File: src/rtl/dsi_lane_sequencer.sv
`default_nettype none
// ============================================================================
// Module   : dsi_lane_sequencer
// Brief    : Drives a P/N pair of DSI DAC slaves through one LP/HS burst,
//            serialising streamed payload bytes as 2-bit HS symbols.
// Revision : 1.0 - initial release
// ============================================================================
module dsi_lane_sequencer #(
  parameter int unsigned T_LPX     = 4,
  parameter int unsigned T_PREP    = 2,
  parameter int unsigned T_ZERO    = 6,
  parameter int unsigned T_TRAIL   = 4,
  parameter int unsigned T_EXIT    = 8,
  parameter logic [7:0]  SYNC_BYTE = 8'hB8
) (
  input  logic       clk,
  input  logic       rst,
  input  logic       req_i,
  input  logic [7:0] data_i,
  input  logic       data_valid_i,
  input  logic       data_last_i,
  output logic       data_ready_o,
  output logic [1:0] state_o,
  output logic [1:0] rgb_p_o,
  output logic [1:0] rgb_n_o,
  output logic       busy_o,
  output logic       underrun_o
);

  localparam logic [2:0] c_st_idle  = 3'd0;
  localparam logic [2:0] c_st_lp01  = 3'd1;
  localparam logic [2:0] c_st_lp00  = 3'd2;
  localparam logic [2:0] c_st_prep  = 3'd3;
  localparam logic [2:0] c_st_zero  = 3'd4;
  localparam logic [2:0] c_st_sync  = 3'd5;
  localparam logic [2:0] c_st_data  = 3'd6;
  localparam logic [2:0] c_st_trail = 3'd7;

  localparam logic [7:0] c_lpx_m1   = 8'(T_LPX - 1);
  localparam logic [7:0] c_prep_m1  = 8'(T_PREP - 1);
  localparam logic [7:0] c_zero_m1  = 8'(T_ZERO - 1);
  localparam logic [7:0] c_trail_m1 = 8'(T_TRAIL - 1);
  localparam logic [7:0] c_exit     = 8'(T_EXIT);

  logic [2:0] r_state, w_state_nxt;
  logic [7:0] r_dur, w_dur_nxt;
  logic [7:0] r_exit, w_exit_nxt;
  logic [1:0] r_sym, w_sym_nxt;
  logic [7:0] r_shift, w_shift_nxt;
  logic       r_last, w_last_nxt;

  logic [1:0] r_state_out, w_state_out;
  logic [1:0] r_rgb_p, w_rgb_p;
  logic [1:0] r_rgb_n, w_rgb_n;
  logic       r_busy, w_busy;
  logic       r_underrun;

  logic w_hs_sym, w_fetch, w_underrun, w_exit_done;

  assign w_hs_sym     = (r_state == c_st_sync) || (r_state == c_st_data);
  assign w_fetch      = w_hs_sym && (r_sym == 2'd3);
  assign data_ready_o = w_fetch && !r_last;
  assign w_underrun   = data_ready_o && !data_valid_i;
  // The counter reaches zero on this edge, so IDLE dwells exactly T_EXIT cycles.
  assign w_exit_done  = (r_exit <= 8'd1);

  assign state_o    = r_state_out;
  assign rgb_p_o    = r_rgb_p;
  assign rgb_n_o    = r_rgb_n;
  assign busy_o     = r_busy;
  assign underrun_o = r_underrun;

  always_ff @(posedge clk) begin
    if (rst) begin
      r_state <= c_st_idle;
    end else begin
      r_state <= w_state_nxt;
    end
  end

  always_ff @(posedge clk) begin
    if (rst) begin
      r_dur   <= 8'd0;
      r_exit  <= c_exit;
      r_sym   <= 2'd0;
      r_shift <= 8'd0;
      r_last  <= 1'b0;
    end else begin
      r_dur   <= w_dur_nxt;
      r_exit  <= w_exit_nxt;
      r_sym   <= w_sym_nxt;
      r_shift <= w_shift_nxt;
      r_last  <= w_last_nxt;
    end
  end

  always_comb begin
    w_state_nxt = r_state;
    w_dur_nxt   = (r_dur != 8'd0) ? (r_dur - 8'd1) : 8'd0;
    w_exit_nxt  = r_exit;
    w_sym_nxt   = r_sym;
    w_shift_nxt = r_shift;
    w_last_nxt  = r_last;
    case (r_state)
      c_st_idle: begin
        if (r_exit != 8'd0) w_exit_nxt = r_exit - 8'd1;
        if (w_exit_done && req_i) begin
          w_state_nxt = c_st_lp01;
          w_dur_nxt   = c_lpx_m1;
        end
      end
      c_st_lp01: if (r_dur == 8'd0) begin
        w_state_nxt = c_st_lp00;
        w_dur_nxt   = c_lpx_m1;
      end
      c_st_lp00: if (r_dur == 8'd0) begin
        w_state_nxt = c_st_prep;
        w_dur_nxt   = c_prep_m1;
      end
      c_st_prep: if (r_dur == 8'd0) begin
        w_state_nxt = c_st_zero;
        w_dur_nxt   = c_zero_m1;
      end
      c_st_zero: if (r_dur == 8'd0) begin
        w_state_nxt = c_st_sync;
        w_sym_nxt   = 2'd0;
        w_shift_nxt = SYNC_BYTE;
      end
      c_st_sync, c_st_data: begin
        if (r_sym != 2'd3) begin
          w_sym_nxt   = r_sym + 2'd1;
          w_shift_nxt = {r_shift[5:0], 2'b00};
        end else if (r_last || !data_valid_i) begin
          w_state_nxt = c_st_trail;
          w_dur_nxt   = c_trail_m1;
        end else begin
          w_state_nxt = c_st_data;
          w_sym_nxt   = 2'd0;
          w_shift_nxt = data_i;
          w_last_nxt  = data_last_i;
        end
      end
      c_st_trail: if (r_dur == 8'd0) begin
        w_state_nxt = c_st_idle;
        w_exit_nxt  = c_exit;
        w_last_nxt  = 1'b0;
      end
      default: w_state_nxt = c_st_idle;
    endcase
  end

  // Outputs are decoded from the next state so they change on the entering edge.
  always_comb begin
    w_state_out = 2'b10;
    w_rgb_p     = 2'b11;
    w_rgb_n     = 2'b11;
    w_busy      = 1'b1;
    case (w_state_nxt)
      c_st_idle: w_busy = 1'b0;
      c_st_lp01: w_rgb_p = 2'b01;
      c_st_lp00: begin
        w_rgb_p = 2'b01;
        w_rgb_n = 2'b01;
      end
      c_st_prep: begin
        w_state_out = 2'b11;
        w_rgb_p     = 2'b00;
        w_rgb_n     = 2'b00;
      end
      c_st_zero, c_st_trail: begin
        w_state_out = 2'b01;
        w_rgb_p     = 2'b00;
        w_rgb_n     = 2'b00;
      end
      c_st_sync, c_st_data: begin
        w_state_out = 2'b00;
        w_rgb_p     = w_shift_nxt[7:6];
        w_rgb_n     = w_shift_nxt[7:6];
      end
      default: w_busy = 1'b0;
    endcase
  end

  always_ff @(posedge clk) begin
    if (rst) begin
      r_state_out <= 2'b10;
      r_rgb_p     <= 2'b11;
      r_rgb_n     <= 2'b11;
      r_busy      <= 1'b0;
      r_underrun  <= 1'b0;
    end else begin
      r_state_out <= w_state_out;
      r_rgb_p     <= w_rgb_p;
      r_rgb_n     <= w_rgb_n;
      r_busy      <= w_busy;
      r_underrun  <= w_underrun;
    end
  end

endmodule
`default_nettype wire

File: config.mk
export PLATFORM = sky130hd
export DESIGN_NAME = dsi_lane_sequencer
export DESIGN_NICKNAME = d
export VERILOG_FILES = /design/src/rtl/dsi_lane_sequencer.sv
export SDC_FILE = /design/constraint.sdc
export NUM_CORES = 1
export LEC_CHECK = 0
export CAP_MARGIN = 30
export CORE_AREA = 10 10 79 94
export DETAILED_ROUTE_END_ITERATION = 8
export DIE_AREA = 0 0 89 104
export SYNTH_ARGS = -nofsm -noshare
export SYNTH_HDL_FRONTEND = slang
export SYNTH_SLANG_ARGS = --single-unit
File: constraint.sdc
create_clock -name clk -period 2.5 [get_ports clk]
set_clock_uncertainty 0.05 [all_clocks]
set_input_delay 0.375 -clock clk [delete_from_list [all_inputs] [get_ports clk]]
set_output_delay 0.375 -clock clk [all_outputs]
set_load 0.1 [all_outputs]
# [Word level (Yosys, flattened, before mapping)]
# Cells that the tools add are included.
# W data, S select, Z words.
[totals] regBits=38 latchBits=0 ramBits=0 romBits=0 inputBits=13 wordCells=98 n_memories=0
[op_classes] add_sub_neg=3 mul=0 div=0 n_lt_le_gt_ge=1 eq_ne=22 shift=0 mux=36 bitwise_logic=0 n_reduce_logical=24
[op_table] cell="$mux W8" n=12
[op_table] cell="$pmux W8 S5" n=1
[op_table] cell="$pmux W8 S2" n=2
[op_table] cell="$eq A3 B3 Y1 const B" n=8
[op_table] cell="$mux W3" n=7
[op_table] cell="$pmux W3 S7" n=1
[op_table] cell="$pmux W2 S3" n=3
[op_table] cell="$reduce_bool A8 Y1" n=2
[op_table] cell="$sub A8 B1 Y8 const B" n=2
[op_table] cell="$eq A3 B2 Y1 const B" n=4
[op_table] cell="$ne A2 B2 Y1 const B" n=6
[op_table] cell="$le A8 B1 Y1 const B" n=1
[op_table] cell="$logic_not A8 Y1" n=1
[op_table] cell="$reduce_or A2 Y1" n=4
[op_table] cell="$eq A3 B1 Y1 const B" n=2
[op_table] cell="$logic_not A3 Y1" n=2
[op_table] cell="$mux W2" n=3
[op_table] cell="$reduce_and A3 Y1" n=2
[op_table] cell="$reduce_bool A2 Y1" n=3
[op_table] cell="$mux W1" n=5
[op_table] cell="$logic_and A1 B1 Y1" n=4
[op_table] cell="$pmux W2 S2" n=1
[op_table] cell="$reduce_and A4 Y1" n=1
[op_table] cell="$ne A3 B3 Y1 const B" n=1
[op_table] cell="other kinds (6)" n=8

# [Logic depth before layout (Yosys ltp)]
# Gate-level depths: netlist (run 1).
[logic_depth] depth_word=8 mapped_depth=9

# [Worst setup path after synthesis (run 1)]
# No wires, ideal clock.
[synth_path] path_type="reg2reg" startpoint="reg r_state[1]" endpoint="reg r_underrun (netlist: underrun_o)" setup_ns=0.083 t_arrival_ns=3.111 required_ns=2.367 slack_ns=-0.744 path_stages_with_launch=5 period_less_slack_ns=3.244 path_cell_list="dfxtp_1 -> xor2_1 -> nand2_1 -> nor3_1 -> nor3b_1"
[synth_between] elab_chain_cells=5 elab_cells_between_ends=6
[synth_rtl] item="start: declaration" line="45" source="logic [2:0] r_state, w_state_nxt;"
[synth_rtl] item="start signal: assignment" line="75" source="r_state <= c_st_idle;"
[synth_rtl] item="start signal: assignment" line="77" source="r_state <= w_state_nxt;"
[synth_rtl] item="$eq A3 B3 Y1" line="60" source="assign w_hs_sym = (r_state == c_st_sync) || (r_state == c_st_data);"
[synth_rtl] item="$logic_or A1 B1 Y1 *" line="60"
[synth_rtl] item="$logic_and A1 B1 Y1 *" line="61" source="assign w_fetch = w_hs_sym && (r_sym == 2'd3);"
[synth_rtl] item="$logic_and A1 B1 Y1 *" line="62" source="assign data_ready_o = w_fetch && !r_last;"
[synth_rtl] item="net data_ready_o" line="22" source="output logic data_ready_o,"
[synth_rtl] item="$logic_and A1 B1 Y1 *" line="63" source="assign w_underrun = data_ready_o && !data_valid_i;"
[synth_rtl] item="end signal: assignment" line="196" source="r_underrun <= w_underrun;"
[synth_rtl] item="end: declaration" line="56" source="logic r_underrun;"
# Mark *: on every way through the listed nets, which the timed path passes. The rest lies on a longest branch.
# A chain may end at the register's enable or synchronous reset.

# [Worst setup path in the final report (run 1)]
[layout_path] startpoint="reg r_dur[0]" endpoint="reg r_rgb_p[0] (netlist: rgb_p_o[0])"
[layout_between] elab_chain_cells=6 elab_cells_between_ends=20
[layout_rtl] item="start: declaration" line="46" source="logic [7:0] r_dur, w_dur_nxt;"
[layout_rtl] item="start signal: assignment" line="89" source="r_dur <= w_dur_nxt;"
[layout_rtl] item="$logic_not A8 Y1 *"
[layout_rtl] item="$mux W3 (on tied branches)"
[layout_rtl] item="$pmux W3 S7" line="104" source="case (r_state)"
[layout_rtl] item="$eq A3 B3 Y1, or another cell as far along" line="158" source="case (w_state_nxt)"
[layout_rtl] item="$reduce_or A3 Y1 (no line), or another cell as far along"
[layout_rtl] item="$pmux W2 S3 *" line="158"
[layout_rtl] item="end signal: assignment" line="193" source="r_rgb_p <= w_rgb_p;"
[layout_rtl] item="end: declaration" line="53" source="logic [1:0] r_rgb_p, w_rgb_p;"
# Mark *: on every way between the ends. The rest lies on a longest branch, timed or not. The select of a mux whose other input is x is not followed.

==> results.sh, run 1 <==
export IMPL_vias_per_cell=5.244
export IMPL_synthArstFlopShare=0
export IMPL_synth_xor_area_share=0.06635
export IMPL_wirelength_um=4332
export IMPL_r2r_start="r_dur[0]"
export IMPL_min_from="r_sym[1]"
export IMPL_startpoint="r_dur[0]"
export IMPL_outcome="finished clean"
export IMPL_syn_nets=241
export IMPL_max_slew_margin=0.5630
export IMPL_crit_required_ns=2.62
export IMPL_ios=22
export IMPL_hp_class="flip-flop to flip-flop"
export IMPL_fp_dieW_um=89
export IMPL_finalWorstSetupSlack_ns=0.1289
export IMPL_synth_mux_area_frac=0.005416
export IMPL_wl_met3_um=111
export IMPL_wl_per_cell_um=13.88
export IMPL_power_density_nw_per_um2=1036
export IMPL_row_count=30
export IMPL_fin_setup_tns_ns=0
export IMPL_num_vias=1636
export IMPL_fmax_mhz=421.7
export IMPL_cts_htree_levels=2
export IMPL_fp_dieH_um=104
export IMPL_synth_edff_count=0
export IMPL_drive_gt1_frac=0.1331
export IMPL_maxCapViolCount=0
export IMPL_met1_length_um=1826
export IMPL_layout_commonest_cell="dfxtp_1"
export IMPL_dp_slack_ns=0.1427
export IMPL_ir_worst_vdd_mv=0.5020
export IMPL_power_leakage_nw=0.8778
export IMPL_routed_top_layer="met4"
export IMPL_synthAdderAreaFrac=0.04062
export IMPL_grt_pass1_vias=1657
export IMPL_syn_cell_area_um2=1848
export IMPL_setup_violations=0
export IMPL_synthSimpleGateAreaFrac=0.2343
export IMPL_drc_errors=0
export IMPL_synth_top_family_by_area="simple AND/OR/NAND/NOR gates"
export IMPL_synth_avg_cell_area_um2=8.324
export IMPL_gp_congestion=0.7849
export IMPL_grt_max_degree=19
export IMPL_hold_ws_ns=0.4194
export IMPL_hpwl_um=3248
export IMPL_met2_length_um=2297
export IMPL_drt_first_pass_iters=4
export IMPL_hold_viol_final=0
export IMPL_ys_seq_elements=37
export IMPL_ctsLongestPathBuffers=2
export IMPL_synth_compound_area_frac=0.2011
export IMPL_crit_type="flip-flop to flip-flop"
export IMPL_clkSinkCount=37
export IMPL_overflow=0
export IMPL_synth_seq_area_share=0.4008
export IMPL_cts_inserted_buffers=5
export IMPL_end_kind="flip-flop"
export IMPL_yosysUniqueCellTypes=48
export IMPL_fin_nets=266
export IMPL_multi_input_area_um2=1025
export IMPL_drtIter0Drc=70
export IMPL_rsz0062_at_grt="false"
export IMPL_root_buffer="clkbuf_8"
export IMPL_tightest_slew_ns=0.6511
export IMPL_antenna_found_initial=0
export IMPL_yosys_warnings=0
export IMPL_antenna_left=0
export IMPL_io_buffers=21
export IMPL_start_util=0.3304
export IMPL_clkTransAtPathRegs_ns=0.08
export IMPL_yosys_most_used_dff="dfxtp_1"
export IMPL_seq_area_um2=740.7
export IMPL_core_um2=5593
export IMPL_area_growth_pct=24.24
export IMPL_final_cell_mix="dfxtp_1, nor2_1, buf_4"
export IMPL_cts_tree="yes"
export IMPL_fp_dieArea_um2=9256
export IMPL_cts_hold_fix_buffers=0
export IMPL_clkLatencyLatePin_ns=0.29
export IMPL_diodes=0
export IMPL_start_kind="flip-flop"
export IMPL_cp_arrival_ns=2.49
export IMPL_grt_pass1_wl_um=7590
export IMPL_finalMaxSlewViolations=0
export IMPL_fill_cells=573
export IMPL_crit_fanout=5
export IMPL_syn_inst=222
export IMPL_fin_crit_ns=2.371
export IMPL_finalCritPeriodShare=0.9484
export IMPL_track_usage=0.09944
cell usage after synthesis (4+ instances only):
cell type  instances  area [um2]
a21oi_1            9       45.04
a32oi_1            4       35.03
clkbuf_1          10       37.54
dfxtp_1           37       740.7
ha_1               6       75.07
inv_1             14       52.55
nand2_1           15       56.30
nor2_1            29       108.9
nor3_1            10       50.05
o2111ai_1          4       35.03
o211ai_1           4       30.03
o21ai_0            9       45.04
or3_1              7       43.79
xnor2_1            7       61.31
xor2_1             7       61.31
worst max-delay path, stage by stage (launching register included):
cell,delay (ns)
dfxtp_1,0.35
inv_1,0.09
ha_1,0.14
or4b_1,0.46
or2_0,0.25
o211a_1,0.27
or4_4,0.52
a21boi_1,0.14
power breakdown:
group / internal [mW] / total (mW) / switching, mW
clock network: 0.402 / 0.623 / 0.222
logic: 0.385 / 0.930 / 0.545
registers: 0.707 / 0.826 / 0.119
total: 1.49 / 2.38 / 0.886
layout make-up:
type / count / share of cell area
Tap cell: 64 / 0.03488
Clock buffer: 5 / 0.02997
Multi-Input combinational cell: 160 / 0.4463
Inverter: 14 / 0.02289
Clock inverter: 3 / 0.02997
Timing Repair Buffer: 29 / 0.1134
Sequential cell: 37 / 0.3226
final timing paths:
path | endpoint | slack (ns) | cells past startpoint
setup reg to reg | rgb_p_o[0] | 0.13 | 7
hold / removal | r_sym[1] | 0.42 | 2
hold reg to reg | r_sym[1] | 0.42 | 2
setup / recovery | rgb_p_o[0] | 0.13 | 7
kinds of logic (layout without fill, tap and decap cells):
kind of cell             after synthesis  in the layout
flip-flops                            37             37
XOR/XNOR                              14             14
multiplexers                           1              1
adder cells (fa/ha/maj)                6              6
buffers and inverters                 25             51
AND/OR/NAND/NOR                       86             86
AO/OA/AOI/OAI                         53             53
through the flow:
step	cells	utilization	instance area (um2)	total power, mW
floorplan	222	-	1853	1.534
global placement	304	0.3846	2151	1.744
detailed placement	304	0.3846	2151	1.754
CTS	312	0.4092	2288	2.386
global route	312	0.4105	2296	2.581
finish	312	0.4105	2296	2.379
per-layer routing:
layer / global-route usage / up-vias
li1: - / 836
met2: 0.1748 / 21
met3: 0.02116 / 6
met4: 0.04556 / 0
met5: 0 / -
met1: 0.1083 / 773
state kept, by name, summed over array words and instances, names as in the netlist:
| register | count |
|---|---|
| rgb_n_o | 2 |
| r_exit | 8 |
| underrun_o | 1 |
| r_last | 1 |
| r_shift | 7 |
| r_sym | 2 |
| rgb_p_o | 2 |
| busy_o | 1 |
| r_dur | 8 |
| state_o | 2 |
| r_state | 3 |
what timing repair did:
item                                    4_1_cts  5_1_grt
resized for setup                             0        3
buffers inserted                              0        0
endpoints found under the setup margin        0        3
Note: power is estimated with default switching activity, not from simulation.
==> run 2, diff against run 1 <==
- CORE_AREA: 10 10 79 94 -> 3 3 72 87
- DIE_AREA: 0 0 89 104 -> 0 0 75 90
- SLEW_MARGIN: not set -> 20
==> run 2 against run 1 <==
  * Cell area decreased by 2.2%
  * Highest routed layer unchanged
  * Final cell count decreased by 0.32%
  * Combinational power about the same
  * Critical path type unchanged
  * Routed wire length decreased by 7.4%
  * Clock-buffer cell count unchanged
  * Critical path depth unchanged
  * First-iteration DRC count decreased by 47%
  * Via count decreased by 2.6%
==> results.sh, run 2 (synthesized netlist as in run 1, its figures left out) <==
export IMPL_ir_worst_vdd_mv=0.6003
export IMPL_fin_nets=267
export IMPL_clkTransAtPathRegs_ns=0.08
export IMPL_cp_arrival_ns=2.49
export IMPL_crit_fanout=5
export IMPL_tightest_slew_ns=0.6134
export IMPL_root_buffer="clkbuf_8"
export IMPL_hold_viol_final=0
export IMPL_num_vias=1593
export IMPL_grt_max_degree=19
export IMPL_hpwl_um=3061
export IMPL_antenna_left=0
export IMPL_overflow=0
export IMPL_ctsLongestPathBuffers=2
export IMPL_hp_class="flip-flop to flip-flop"
export IMPL_antenna_found_initial=0
export IMPL_clkSinkCount=37
export IMPL_finalMaxSlewViolations=0
export IMPL_start_kind="flip-flop"
export IMPL_power_leakage_nw=0.8573
export IMPL_finalWorstSetupSlack_ns=0.1310
export IMPL_row_count=29
export IMPL_wirelength_um=4011
export IMPL_cts_inserted_buffers=5
export IMPL_wl_per_cell_um=12.90
export IMPL_maxCapViolCount=0
export IMPL_post_cts_buffers=0
export IMPL_diodes=0
export IMPL_vias_per_cell=5.122
export IMPL_fp_dieW_um=75
export IMPL_drtIter0Drc=37
export IMPL_cts_resized=0
export IMPL_drive_gt1_frac=0.1365
export IMPL_area_growth_pct=21.53
export IMPL_layout_commonest_cell="dfxtp_1"
export IMPL_finalCritPeriodShare=0.9476
export IMPL_cts_htree_levels=2
export IMPL_rsz0062_at_grt="false"
export IMPL_grt_pass1_vias=1527
export IMPL_crit_required_ns=2.62
export IMPL_fp_dieArea_um2=6750
export IMPL_ios=22
export IMPL_power_density_nw_per_um2=964.1
export IMPL_drc_errors=0
export IMPL_start_util=0.3418
export IMPL_final_cell_mix="dfxtp_1, nor2_1, buf_4"
export IMPL_setup_violations=0
export IMPL_fp_dieH_um=90
export IMPL_power_mw=2.165
export IMPL_max_slew_margin=0.5905
export IMPL_cts_hold_fix_buffers=0
export IMPL_cts_tree="yes"
export IMPL_crit_type="flip-flop to flip-flop"
export IMPL_end_kind="flip-flop"
export IMPL_fin_setup_tns_ns=0
export IMPL_dp_slack_ns=0.1328
export IMPL_core_um2=5406
export IMPL_drt_first_pass_iters=4
export IMPL_io_buffers=21
export IMPL_fin_crit_ns=2.369
export IMPL_fmax_mhz=422.1
export IMPL_top_regs="r_dur x8, r_exit x8, r_shift x7"
export IMPL_track_usage=0.1304
export IMPL_grt_pass1_wl_um=7017
export IMPL_gp_congestion=0.7856
export IMPL_clkLatencyLatePin_ns=0.29
export IMPL_outcome="finished clean"
run 2: cell count changes in the layout (fill, tap and decap cells not counted):
| cell | before | now |
|---|---|---|
| bufinv_16 | 2 | 0 |
| inv_6 | 1 | 0 |
| a32oi_1 | 3 | 4 |
| clkinvlp_4 | 0 | 1 |
| clkinv_2 | 0 | 2 |
| o21ai_0 | 7 | 9 |
| a32oi_2 | 1 | 0 |
| buf_4 | 16 | 17 |
| o21ai_1 | 3 | 0 |
| o21ai_2 | 0 | 1 |
run 2: metal layers:
layer	vias up	routed length [um]	part of all wire	global-route usage
met4	0	62	0.015	0.04451
met2	19	1964	0.49	0.1991
met3	4	106	0.026	0.03348
met1	726	1878	0.47	0.1753
li1	844	-	-	-
met5	-	0	0	0
run 2: worst paths after layout:
check | start | to | slack, ns | depth (start not counted)
worst max-delay path | r_dur[0] | rgb_n_o[0] | 0.13 | 7
worst min register to register | r_sym[1] | r_sym[1] | 0.42 | 2
worst min-delay path | r_sym[1] | r_sym[1] | 0.42 | 2
worst max register to register | r_dur[0] | rgb_n_o[0] | 0.13 | 7
run 2: stage by stage:
| step | hold WS [ns] | instance area, um2 | util | instances |
|---|---|---|---|---|
| final | 0.4159 | 2246 | 0.4154 | 311 |
| after global routing | 0.4647 | 2246 | 0.4154 | 311 |
| after CTS | 0.4158 | 2242 | 0.4147 | 311 |
| after detailed placement | 0.4058 | 2156 | 0.3988 | 303 |
| after global placement | 0.3992 | 2156 | 0.3988 | 303 |
| after floorplan | 0.3856 | 1853 | - | 222 |
run 2: report_power, final:
| part | switching (mW) | total [mW] | internal [mW] | leakage [nW] |
|---|---|---|---|---|
| Combinational | 0.537 | 0.933 | 0.396 | 0.512 |
| Sequential | 0.116 | 0.823 | 0.707 | 0.301 |
| Clock | 0.217 | 0.409 | 0.192 | 0.0439 |
run 2: worst max-delay path, stage by stage (launching register included):
cell	delay (ns)
dfxtp_1	0.35
inv_1	0.09
ha_1	0.13
or4b_1	0.46
or2_0	0.24
o211a_1	0.26
or4_4	0.52
a21boi_1	0.14
run 2: layout make-up:
cell class | instances | area [um2]
fill | 556 | 3161
multi-input combinational | 160 | 1021
sequential | 37 | 740.7
timing repair buffer | 30 | 267.8
tap | 62 | 77.57
clock buffer | 5 | 68.82
inverter | 14 | 52.55
clock inverter | 3 | 17.52
==> run 3, diff against run 2 <==
- CORE_AREA: 3 3 72 87 -> 3 3 61 74
- DIE_AREA: 0 0 75 90 -> 0 0 64 77
- PLACE_DENSITY: not set -> 0.71
- SLEW_MARGIN: 20 -> not set
==> run 3 against run 2 <==
  * Die area is 27% lower
  * Sequential share of layout area up 0.074 points
  * Hold slack worse by 0.0044 ns
==> results.sh, run 3 (synthesized netlist as in run 1, its figures left out) <==
export IMPL_wl_per_cell_um=12.82
export IMPL_grt_pass1_vias=1479
export IMPL_core_um2=3910
export IMPL_clkSinkCount=37
export IMPL_final_cell_mix="dfxtp_1, nor2_1, buf_4"
export IMPL_area_growth_pct=21.46
export IMPL_drt_first_pass_iters=4
export IMPL_tightest_slew_ns=0.6756
export IMPL_fp_dieW_um=64
export IMPL_ctsLongestPathBuffers=2
export IMPL_drtIter0Drc=60
export IMPL_hp_class="flip-flop to flip-flop"
export IMPL_rsz0062_at_grt="false"
export IMPL_gp_congestion=0.8581
export IMPL_dp_slack_ns=0.1343
export IMPL_crit_family="simple AND/OR/NAND/NOR gates"
export IMPL_cts_hold_fix_buffers=0
export IMPL_fmax_mhz=428.6
export IMPL_root_buffer="clkbuf_8"
export IMPL_worstSetupPathDepth=7
export IMPL_antenna_found_initial=0
export IMPL_cts_htree_levels=2
export IMPL_antenna_left=0
export IMPL_clkTransAtPathRegs_ns=0.07
export IMPL_diodes=0
export IMPL_cts_inserted_buffers=5
export IMPL_cp_arrival_ns=2.45
export IMPL_final_cells=302
export IMPL_cp_cell_sequence="inv_1 > ha_1 > or4b_4 > or2_0 > o211a_1 > or4_4 > a21boi_1"
export IMPL_outcome="finished clean"
export IMPL_r2r_end="rgb_p_o[0]"
export IMPL_fp_dieArea_um2=4928
export IMPL_drc_errors=0
export IMPL_finalWorstSetupSlack_ns=0.1669
export IMPL_finalCritPeriodShare=0.9333
export IMPL_start_util=0.4726
export IMPL_cts_tree="yes"
export IMPL_fin_crit_ns=2.333
export IMPL_hpwl_um=2913
export IMPL_ir_worst_vdd_mv=0.6357
export IMPL_place_area_um2=2138
export IMPL_slowest_delay_ns=0.52
export IMPL_drive_gt1_frac=0.1371
export IMPL_top_regs="r_dur x8, r_exit x8, r_shift x7"
export IMPL_final_area_um2=2245
export IMPL_crit_type="flip-flop to flip-flop"
export IMPL_max_slew_margin=0.5466
export IMPL_row_count=25
export IMPL_power_density_nw_per_um2=981.6
export IMPL_hold_viol_final=0
export IMPL_layout_commonest_cell="dfxtp_1"
export IMPL_track_usage=0.1689
export IMPL_dp_cells=294
export IMPL_fin_nets=266
export IMPL_power_leakage_nw=0.8635
export IMPL_crit_fanout=5
export IMPL_vias_per_cell=5.325
export IMPL_grt_max_degree=19
export IMPL_crit_required_ns=2.62
export IMPL_fin_setup_tns_ns=0
export IMPL_startpoint="r_dur[0]"
export IMPL_r2r_start="r_dur[0]"
export IMPL_grt_pass1_wl_um=6693
export IMPL_critPathBufInv=1
export IMPL_overflow=0
export IMPL_ios=22
export IMPL_start_kind="flip-flop"
export IMPL_setup_worst_path_end="rgb_p_o[0]"
export IMPL_finalMaxSlewViolations=0
export IMPL_maxCapViolCount=0
export IMPL_r2r_setup_slack_ns=0.17
export IMPL_setup_violations=0
export IMPL_io_buffers=21
export IMPL_reg2reg_depth=7
export IMPL_wirelength_um=3871
export IMPL_num_vias=1608
export IMPL_end_kind="flip-flop"
export IMPL_utilization=0.5741
export IMPL_crit_slowest_cell="or4_4"
export IMPL_clkLatencyLatePin_ns=0.29
export IMPL_fp_dieH_um=77
## run 3: cell count changes in the layout (fill, tap and decap cells not counted)
cell	change
dfxtp_2	+1
buf_4	-1
clkinv_2	-1
or4b_1	-1
dfxtp_1	-1
clkbuf_8	+2
o21ai_1	+1
o21ai_2	-1
or4b_4	+1
clkinvlp_4	-1
## run 3: through the flow
stage	power, mW	hold WS (ns)
6_report	2.203	0.4115
5_1_grt	2.388	0.4329
4_1_cts	2.209	0.4187
3_5_place_dp	1.748	0.4081
3_3_place_gp	1.738	0.3936
2_1_floorplan	1.534	0.3856
## run 3: worst min path at each step
| stage | from | to | depth (start not counted) | slack [ns] |
|---|---|---|---|---|
| floorplan | r_sym[1] | r_sym[1] | 2 | 0.39 |
| global placement | r_sym[1] | r_sym[1] | 2 | 0.39 |
| detailed placement | r_shift[3] | r_shift[3] | 2 | 0.41 |
| CTS | r_shift[3] | r_shift[3] | 2 | 0.42 |
| global route | r_sym[1] | r_sym[1] | 2 | 0.43 |
| finish | r_sym[1] | r_sym[1] | 2 | 0.41 |
## run 3: what timing repair did
item	in CTS	in global routing
gates resized for setup	0	2
setup endpoints to repair	0	3
buffers inserted	0	0
## run 3: final cells by class
cell class / count / area (um2)
multi-input combinational: 160 / 1021
sequential: 37 / 742.0
inverter: 14 / 52.55
tap: 54 / 67.56
clock inverter: 1 / 5.005
clock buffer: 7 / 96.34
timing repair buffer: 29 / 260.3
fill: 369 / 1665
## run 3: power breakdown
| part | switching, mW | internal, mW |
|---|---|---|
| logic | 0.527 | 0.397 |
| clock network | 0.200 | 0.249 |
| registers | 0.121 | 0.709 |
## run 3: per-layer routing
metal	vias up	track usage	wire (um)	share of wire
met2	19	0.2658	1879	0.49
met3	5	0.04685	112	0.029
met1	746	0.2199	1820	0.47
li1	838	-	-	-
met5	-	0	0	0
met4	0	0.05832	59	0.015
## run 3: worst register-to-register path, delay by kind of cell (launching register included)
kind | cells | cell delay, ns
fa+ha+maj | 1 | 0.14
buf+inv | 1 | 0.08
simple gates | 3 | 1.21
compound gates | 2 | 0.40
flops | 1 | 0.34
